===== src/rtl/freq_seg_scan_if.sv =====
// Display bus of the frequency seven-segment scanner: packed BCD word in,
// active-low digit enables and active-high segments out.
interface freq_seg_scan_if;
  logic [31:0] freq_data;
  logic [7:0]  an;
  logic [7:0]  seg;

  modport master (output freq_data, input an, input seg);
  modport slave  (input freq_data, output an, output seg);
endinterface


===== src/rtl/freq_seg_scan.sv =====
// 8-digit multiplexed seven-segment driver for the packed BCD frequency word.
// Optional leading-zero blanking per 4-digit group via FREQ_SEG_LZB_EN.
module freq_seg_scan #(
  parameter int SCAN_DIV = 10
) (
  input  logic            clk_10k,
  input  logic            rst,
  freq_seg_scan_if.slave  bus
);

  localparam int DIV_W = (SCAN_DIV > 2) ? $clog2(SCAN_DIV) : 1;
  localparam logic [DIV_W-1:0] DIV_LAST = DIV_W'(SCAN_DIV - 1);

  logic [DIV_W-1:0] div_reg;
  logic [2:0]       idx_reg;
  logic [31:0]      snap_reg;
  logic [7:0]       an_reg, an_next;
  logic [7:0]       seg_reg, seg_next;

  logic [3:0] nib [8];
  logic [7:0] nz;
  logic [7:0] blank;

  genvar gi;
  generate
    for (gi = 0; gi < 8; gi++) begin : g_nib
      assign nib[gi] = snap_reg[4*gi +: 4];
      assign nz[gi]  = |snap_reg[4*gi +: 4];
    end
  endgenerate

`ifdef FREQ_SEG_LZB_EN
  // A digit goes dark only when it and every more significant digit of its
  // group are zero; the units digits of each group always show.
  assign blank[7] = ~nz[7];
  assign blank[6] = ~|nz[7:6];
  assign blank[5] = ~|nz[7:5];
  assign blank[4] = 1'b0;
  assign blank[3] = ~nz[3];
  assign blank[2] = ~|nz[3:2];
  assign blank[1] = ~|nz[3:1];
  assign blank[0] = 1'b0;
`else
  assign blank = 8'h00;
`endif

  function automatic logic [6:0] dec7(input logic [3:0] d);
    logic [6:0] s;
    case (d)
      4'd0:    s = 7'h3F;
      4'd1:    s = 7'h06;
      4'd2:    s = 7'h5B;
      4'd3:    s = 7'h4F;
      4'd4:    s = 7'h66;
      4'd5:    s = 7'h6D;
      4'd6:    s = 7'h7D;
      4'd7:    s = 7'h07;
      4'd8:    s = 7'h7F;
      4'd9:    s = 7'h6F;
      default: s = 7'h40;
    endcase
    return s;
  endfunction

  // div==0 is the dead-time slot; digits never overlap.
  always_comb begin
    an_next  = 8'hFF;
    seg_next = 8'h00;
    if (div_reg != '0) begin
      an_next       = ~(8'b1 << idx_reg);
      seg_next[6:0] = blank[idx_reg] ? 7'h00 : dec7(nib[idx_reg]);
      seg_next[7]   = (idx_reg == 3'd4);
    end
  end

  always_ff @(posedge clk_10k) begin
    if (rst) begin
      div_reg  <= '0;
      idx_reg  <= 3'd0;
      snap_reg <= 32'h0;
      an_reg   <= 8'hFF;
      seg_reg  <= 8'h00;
    end else begin
      an_reg  <= an_next;
      seg_reg <= seg_next;
      if (div_reg == '0 && idx_reg == 3'd0)
        snap_reg <= bus.freq_data;
      if (div_reg == DIV_LAST) begin
        div_reg <= '0;
        idx_reg <= idx_reg + 3'd1;
      end else begin
        div_reg <= div_reg + 1'b1;
      end
    end
  end

  assign bus.an  = an_reg;
  assign bus.seg = seg_reg;

endmodule


===== src/flat_wrapper.sv =====
// flat-port wrapper written by rule: the top's interface ports become plain ports
module freq_seg_scan_flat 
#(
  parameter int SCAN_DIV = 10
)
  (clk_10k, rst, bus_freq_data, bus_an, bus_seg);
  freq_seg_scan_if bus_i ();
  input  logic clk_10k;
  input  logic rst;
  input wire logic [$bits(bus_i.freq_data)-1:0] bus_freq_data;
  output wire logic [$bits(bus_i.an)-1:0] bus_an;
  output wire logic [$bits(bus_i.seg)-1:0] bus_seg;
  assign bus_i.freq_data = bus_freq_data;
  assign bus_an = bus_i.an;
  assign bus_seg = bus_i.seg;
  freq_seg_scan #(.SCAN_DIV(SCAN_DIV)) u_core (.clk_10k(clk_10k), .rst(rst), .bus(bus_i));
endmodule

===== config.mk =====
export PLATFORM = sky130hd
export DESIGN_NAME = freq_seg_scan_flat
export DESIGN_NICKNAME = d
export VERILOG_FILES = /design/src/rtl/freq_seg_scan_if.sv /design/src/rtl/freq_seg_scan.sv /design/src/flat_wrapper.sv
export SDC_FILE = /design/constraint.sdc
export NUM_CORES = 1
export LEC_CHECK = 0
export CORE_MARGIN = 10
export CORE_UTILIZATION = 44
export DETAILED_ROUTE_END_ITERATION = 12
export GPL_TIMING_DRIVEN = 0
export MAX_ROUTING_LAYER = met4
export PLACE_DENSITY = 0.75
export SYNTH_ARGS = -nofsm -noshare
export SYNTH_HDL_FRONTEND = slang
export SYNTH_SLANG_ARGS = --single-unit

===== constraint.sdc =====
create_clock -name clk_10k -period 2.3 [get_ports clk_10k]
set_clock_uncertainty 0.15 [all_clocks]
set_input_delay 0.575 -clock clk_10k [delete_from_list [all_inputs] [get_ports clk_10k]]
set_output_delay 0.575 -clock clk_10k [all_outputs]
set_load 0.1 [all_outputs]

# ---- Word-level counts from Yosys, hierarchy flattened
# Memories as Yosys holds them, arrays and structs flattened. A register that Yosys moved wholly into a read port is not among the register bits.
# Cells that the tools add are included.
dict set report op_classes {
  muxes 6
  n_eq_ne 2
  n_reduce_logical 7
  magnitude_cmp 2
  n_bitwise 3
  n_shift 1
  addsub 2
}
# cell count
set op_table {}
lappend op_table {{binary-select mux 4 bit (select 3 bit)} 1}
lappend op_table {{2-to-1 mux 4 bit} 2}
lappend op_table {{NOT 8 bit} 1}
lappend op_table {{left shift 1 x 3 -> 8 bit, first input constant} 1}
lappend op_table {{2-to-1 mux 3 bit} 2}
lappend op_table {{adder 4 x 1 -> 4 bit, second input constant} 1}
lappend op_table {{== test 4 bit, second input constant} 1}
lappend op_table {{>= comparator 4 bit, second input constant} 1}
lappend op_table {{logical NOT 4 bit} 1}
lappend op_table {{less-than comparator 3 x 4 -> 1 bit, second input constant} 1}
lappend op_table {{NOT 3 -> 4 bit} 1}
lappend op_table {{nonzero test 4 bit} 1}
lappend op_table {{OR reduction 2 bit} 2}
lappend op_table {{adder 3 x 1 -> 3 bit, second input constant} 1}
lappend op_table {{== test 3 bit, second input constant} 1}
lappend op_table {{logical NOT 3 bit} 1}
lappend op_table {{OR reduction 3 bit} 1}
lappend op_table {{logical AND 1 bit} 1}
lappend op_table {{2-to-1 mux 1 bit} 1}
lappend op_table {{NOT 1 bit} 1}
dict set report word_totals {
  in_bits 34
  n_memories 2
  mem_bits_ro 120
  word_cells 30
  regBits 48
}
# name depth word_bits rd rd_ports_with_merged_regs write_ports line_no
set memory_table {}
lappend memory_table {{(no name shown)} 16 7 1 1 0 freq_seg_scan.sv:49} ;# case (d)
lappend memory_table {{(no name shown)} 8 1 1 1 0 freq_seg_scan.sv:71} ;# seg_next[6:0] = blank[idx_reg] ? 7'h00 : dec7(nib[idx_reg]);

# ---- Logic depth before layout (Yosys ltp)
dict set report logic_depth {
  depth_word 4
  depth_mapped 8
}

# ---- Worst setup path after synthesis
# OpenSTA, ideal clock, no wires.
dict set report synth_timing {
  kind {reg-to-reg}
  startpoint {register u_core.idx_reg[0]}
  endpoint {register u_core.seg_reg[6] (netlist: u_core.bus.seg[6])}
  setup_slack_ns -0.007
  arrival_ns 2.087
  required_time_ns 2.080
  setup_time_ns 0.070
  path_stages_with_launch 8
  cell_sequence {dfxtp_1 buf_6 mux4_2 mux2i_1 inv_1 ha_1 mux2_1 a21oi_1}
}
dict set report synth_via {
  elab_chain_cells 4
}
# item line_no
set synth_rtl {}
lappend synth_rtl {{start: declaration} freq_seg_scan.sv:15} ;# logic [2:0] idx_reg;
lappend synth_rtl {{start signal: assignment} freq_seg_scan.sv:90} ;# idx_reg <= idx_reg + 3'd1;
lappend synth_rtl {{NOT 3 -> 4 bit (implied by the code)} freq_seg_scan.sv:71}
lappend synth_rtl {{binary-select mux 4 bit (select 3 bit)} freq_seg_scan.sv:71}
lappend synth_rtl {{2-to-1 mux 4 bit (implied by the code) (2 in series)} freq_seg_scan.sv:71}
lappend synth_rtl {{end: declaration} freq_seg_scan.sv:18} ;# logic [7:0] seg_reg, seg_next;
# No other way between the ends. The select of a mux whose other input is x is not followed.
# A chain may end at the register's enable or synchronous reset.

# ---- Worst setup path in the final report
dict set report layout_timing {
  startpoint {register u_core.an_reg[3] (netlist: u_core.bus.an[3])}
  endpoint {output port bus_an[3]}
}
# item line_no
set layout_lines {}
lappend layout_lines {{start: declaration} freq_seg_scan.sv:17} ;# logic [7:0] an_reg, an_next;
lappend layout_lines {{start signal: assignment} freq_seg_scan.sv:84} ;# an_reg <= an_next;
lappend layout_lines {{end: declaration} flat_wrapper.sv:11} ;# output wire logic [$bits(bus_i.an)-1:0] bus_an;
# No word-level cell between the ends.

==> flow_results.org <==
** Global route
- The number of global-route vias before repair came to 1978.
- Maximum number of pins on one net before global-route repair :: 18
- Residual overflow from global routing :: 0
- Antenna violations before repair :: 0
- The first global-routing pass estimated 9156 µm of wire.
- GRT Util Overall :: 13.21%

** CTS
- TritonCTS built the clock tree.
- The clock reaches the later pin of the worst-skew pair after 310 ps.
- Clock Tree Root :: sky130_fd_sc_hd__clkbuf_8
- Clock slew at the register clock pins of the worst setup and hold paths :: 100 ps
- Counting along the longest clock path gives a buffer depth of 2.
- Number of hold buffers added after cts :: 0
- Inserted Clock Buffers :: 5
- CTS built an H-tree with a depth of 2.
- The clock net in this run drives a total of 55 sinks.

** Logic synthesis
- Synthesis instantiated 32 different standard cells from the library.
- Share of the synthesized area in the top cell type :: 46.96%
- After technology mapping, the gate count stands at 256.
- Count of warnings emitted by yosys :: 0
- The biggest area contributor in the post-synthesis netlist is sky130_fd_sc_hd__dfxtp_1.
- Syn nets :: 305
- Yosys mapped a number of flops with a built-in enable equal to 0.
- Most frequent cells after synthesis :: sky130_fd_sc_hd__nand2_1, sky130_fd_sc_hd__dfxtp_1, sky130_fd_sc_hd__a21oi_1
- Fraction of synthesis flops using an asynchronous set or reset pin :: 0%
- Number of register bits inferred by synthesis :: 55
- Averaged over all synthesized cells, the footprint is 9.159 µm².
- Area contributors post-synth :: sky130_fd_sc_hd__dfxtp_1, sky130_fd_sc_hd__nand2_1, sky130_fd_sc_hd__ha_1
- For this run, the leading register cell type out of synthesis is sky130_fd_sc_hd__dfxtp_1.
- Cell Area, Synth :: 2345 µm²
- Yosys instantiated no cell more often than sky130_fd_sc_hd__nand2_1.
- For this run, the register share of the synthesized area comes to 46.96%.

** Pwr
- The worst-case IR drop observed on VDD is 0.4068 mV.
- Summed over all cells, the static leakage comes to 1.264 nW.
- Power density relative to cell area :: 728.1 nW/µm²

** Placement
- DP Cell Count :: 375
- At the end of routability-driven placement, the weighted congestion stood at 0.7799.
- After legalization and detailed placement, the total HPWL measured 3916 µm.
- At the placement stage, the worst setup path has a slack of -120.7 ps.
- In this run the tool buffered the top-level ports with 49 buffer cells.

** Route
- The count of nets left with antenna violations once routing finished came out at 0.
- Total number of vias :: 1914
- Number of remaining DRC errors :: 0
- WL final :: 5312 µm
- Vias per cell :: 4.920
- The first detailed-routing pass ran for 4 iterations.
- The first routing iteration left 55 violations.
- Dividing the detail-routed wire length by the instance count gives 13.66 µm.

** Floorplan
- The initial utilization of the core area, before any placement, comes to 45.62%.
- Measured along the x axis, the die boundary spans 93 µm.
- 50 I/O pins were placed.
- Die Footprint :: 8649 µm²
- Area inside the core boundary :: 5140 µm²
- Total number of placement rows :: 26
- From bottom edge to top edge, the die measures 93 µm.

** Worst setup path
- Crit. End Element :: primary output
- For the worst setup path, the data arrival time is 1480 ps.
- At the worst endpoint, the required time is 1570 ps.
- Cell-by-cell listing of the critical path :: dlygate4sd2_1
- Crit-path max cell delay :: 850 ps
- Type of element launching the critical path :: register
- Sum of buffers and inverters on the critical path :: 1
- Grouping stages by cell kind, the critical path spends the most delay in buffers and inverters.
- The critical path is of the reg2out type.
- The largest individual stage delay along the critical path comes from the cell sky130_fd_sc_hd__dlygate4sd2_1.
- Along the worst path, the maximum fanout reaches 1.

** Layout
- Ant diodes :: 0
- At the end of the flow the core is filled with cells to 60.22%.
- Fill cells in the final layout number 504.
- At the end of the flow, the number of nets in the layout was 367.
- Number of standard cells in the final layout excluding fillers :: 389
- Fraction of final layout cells sized beyond drive strength 1 :: 11.29%
- The register with the most flip-flops in the layout has 32 of them.
- Layout overhead on the synthesized area :: 32.02%

** STA
- Tightest slew margin relative to the limit :: 35.52%
- After routing, the total negative slack on setup checks comes to 0 ps.
- Setup repair after global routing left no endpoint under its margin.
- Time the worst path needs with I/O delays and setup :: 2205 ps
- The total count of max-transition violations in the final report came to 0.
- Across all setup checks in the final design, the least slack found is 94.73 ps.
- Slew of the pin with the lowest slew margin :: 971.0 ps
- Setup violations remaining at the end of the flow were counted as 0.
- Upper clock frequency limit :: 0.4535 GHz
- Fin. Hold Viols :: 0
- In the finished design, the share of the clock period the worst path needs comes to 95.88%.

** Run
- Across the run, the number of max-cap violations was 0.

** Worst hold path
- Worst min path class :: reg2reg

** Run status
- Result of the run :: complete, no violations
-- path summary, 6_finish.rpt --
path                  startpoint             endpoint  slack [ps]  cells after the start
min reg2reg  u_core.snap_reg[20]  u_core.snap_reg[20]         310                      2
min          u_core.snap_reg[20]  u_core.snap_reg[20]         310                      2
max             u_core.bus.an[3]            bus_an[3]          90                      1
max reg2reg    u_core.idx_reg[0]    u_core.bus.seg[6]         100                      7
-- layout make-up --
type	count	area, µm²	share of cell area, %
inverters	10	37.54	1.213
repair buffers	55	515.5	16.65
clock buffers	6	82.58	2.668
clock inverters	2	38.79	1.253
multi-input cells	176	1152	37.23
well taps	70	87.58	2.829
plain buffers	15	78.83	2.546
flip-flops and latches	55	1102	35.61
-- repair_timing --
item	4_1_cts	5_1_grt
setup endpoints to repair	18	37
pin swaps	0	0
endpoints found under the hold margin	0	0
resized for setup	17	11
setup buffers	5	1
-- cell families (layout without fill, tap and decap cells) --
group	count (synthesis)	in the layout	synth area share (%)
buffers and inverters	25	88	4.429
XOR/XNOR	2	2	0.7472
multiplexers	17	17	12.38
AO/OA/AOI/OAI	44	44	9.819
adder cells (fa/ha/maj)	15	15	8.004
AND/OR/NAND/NOR	98	98	17.66
flip-flops	55	55	46.96
-- placed cells by master, fill, tap and decap left out, types with 2 or more instances in the layout --
cell type / count
sky130_fd_sc_hd__mux2i_1: 4
sky130_fd_sc_hd__clkdlybuf4s50_1: 33
sky130_fd_sc_hd__nand3_1: 3
sky130_fd_sc_hd__inv_1: 8
sky130_fd_sc_hd__and3_1: 2
sky130_fd_sc_hd__clkbuf_8: 6
sky130_fd_sc_hd__clkbuf_2: 3
sky130_fd_sc_hd__o21ai_1: 3
sky130_fd_sc_hd__xnor2_1: 2
sky130_fd_sc_hd__nand2_1: 74
sky130_fd_sc_hd__mux4_2: 8
sky130_fd_sc_hd__a21oi_1: 37
sky130_fd_sc_hd__mux2i_4: 2
sky130_fd_sc_hd__dlygate4sd2_1: 16
sky130_fd_sc_hd__buf_4: 7
sky130_fd_sc_hd__ha_1: 15
sky130_fd_sc_hd__dfxtp_1: 54
sky130_fd_sc_hd__inv_2: 2
sky130_fd_sc_hd__nor2_1: 8
sky130_fd_sc_hd__nor3b_1: 3
sky130_fd_sc_hd__nand2b_1: 2
sky130_fd_sc_hd__clkbuf_1: 9
-- worst min-delay path, delay by kind of cell (launching register included) --
| kind | cells | cell delay, ps |
|---|---|---|
| and+or+nand+nor | 1 | 50 |
| DFF | 1 | 320 |
| AOI/OAI and AO/OA | 1 | 50 |
-- stage by stage --
step / power, mW / instance area (µm²) / hold WS [ps]
5_1_grt: 2.366 / 3095 / 333.6
2_1_floorplan: 1.436 / 2349 / 283.1
3_3_place_gp: 1.586 / 2927 / 289.6
3_5_place_dp: 1.599 / 2927 / 294.7
6_report: 2.254 / 3095 / 308.3
4_1_cts: 2.264 / 3074 / 309.1
-- per-layer routing --
layer | vias to the layer above | part of all wire, % | track usage, % | wire [µm]
met5 | - | 0 | - | 0
met4 | 0 | 0.94 | 3.856 | 50
met3 | 5 | 5.6 | 3.917 | 299
met2 | 45 | 48 | 21.96 | 2546
met1 | 887 | 45 | 15.07 | 2415
li1 | 977 | - | - | -
-- power by group --
part	total [mW]	internal (mW)	switching (mW)
registers	1.06	1.03	0.0343
logic	0.512	0.185	0.327
clock network	0.678	0.359	0.319
total	2.25	1.57	0.681
(Power assumes the default switching activity.)
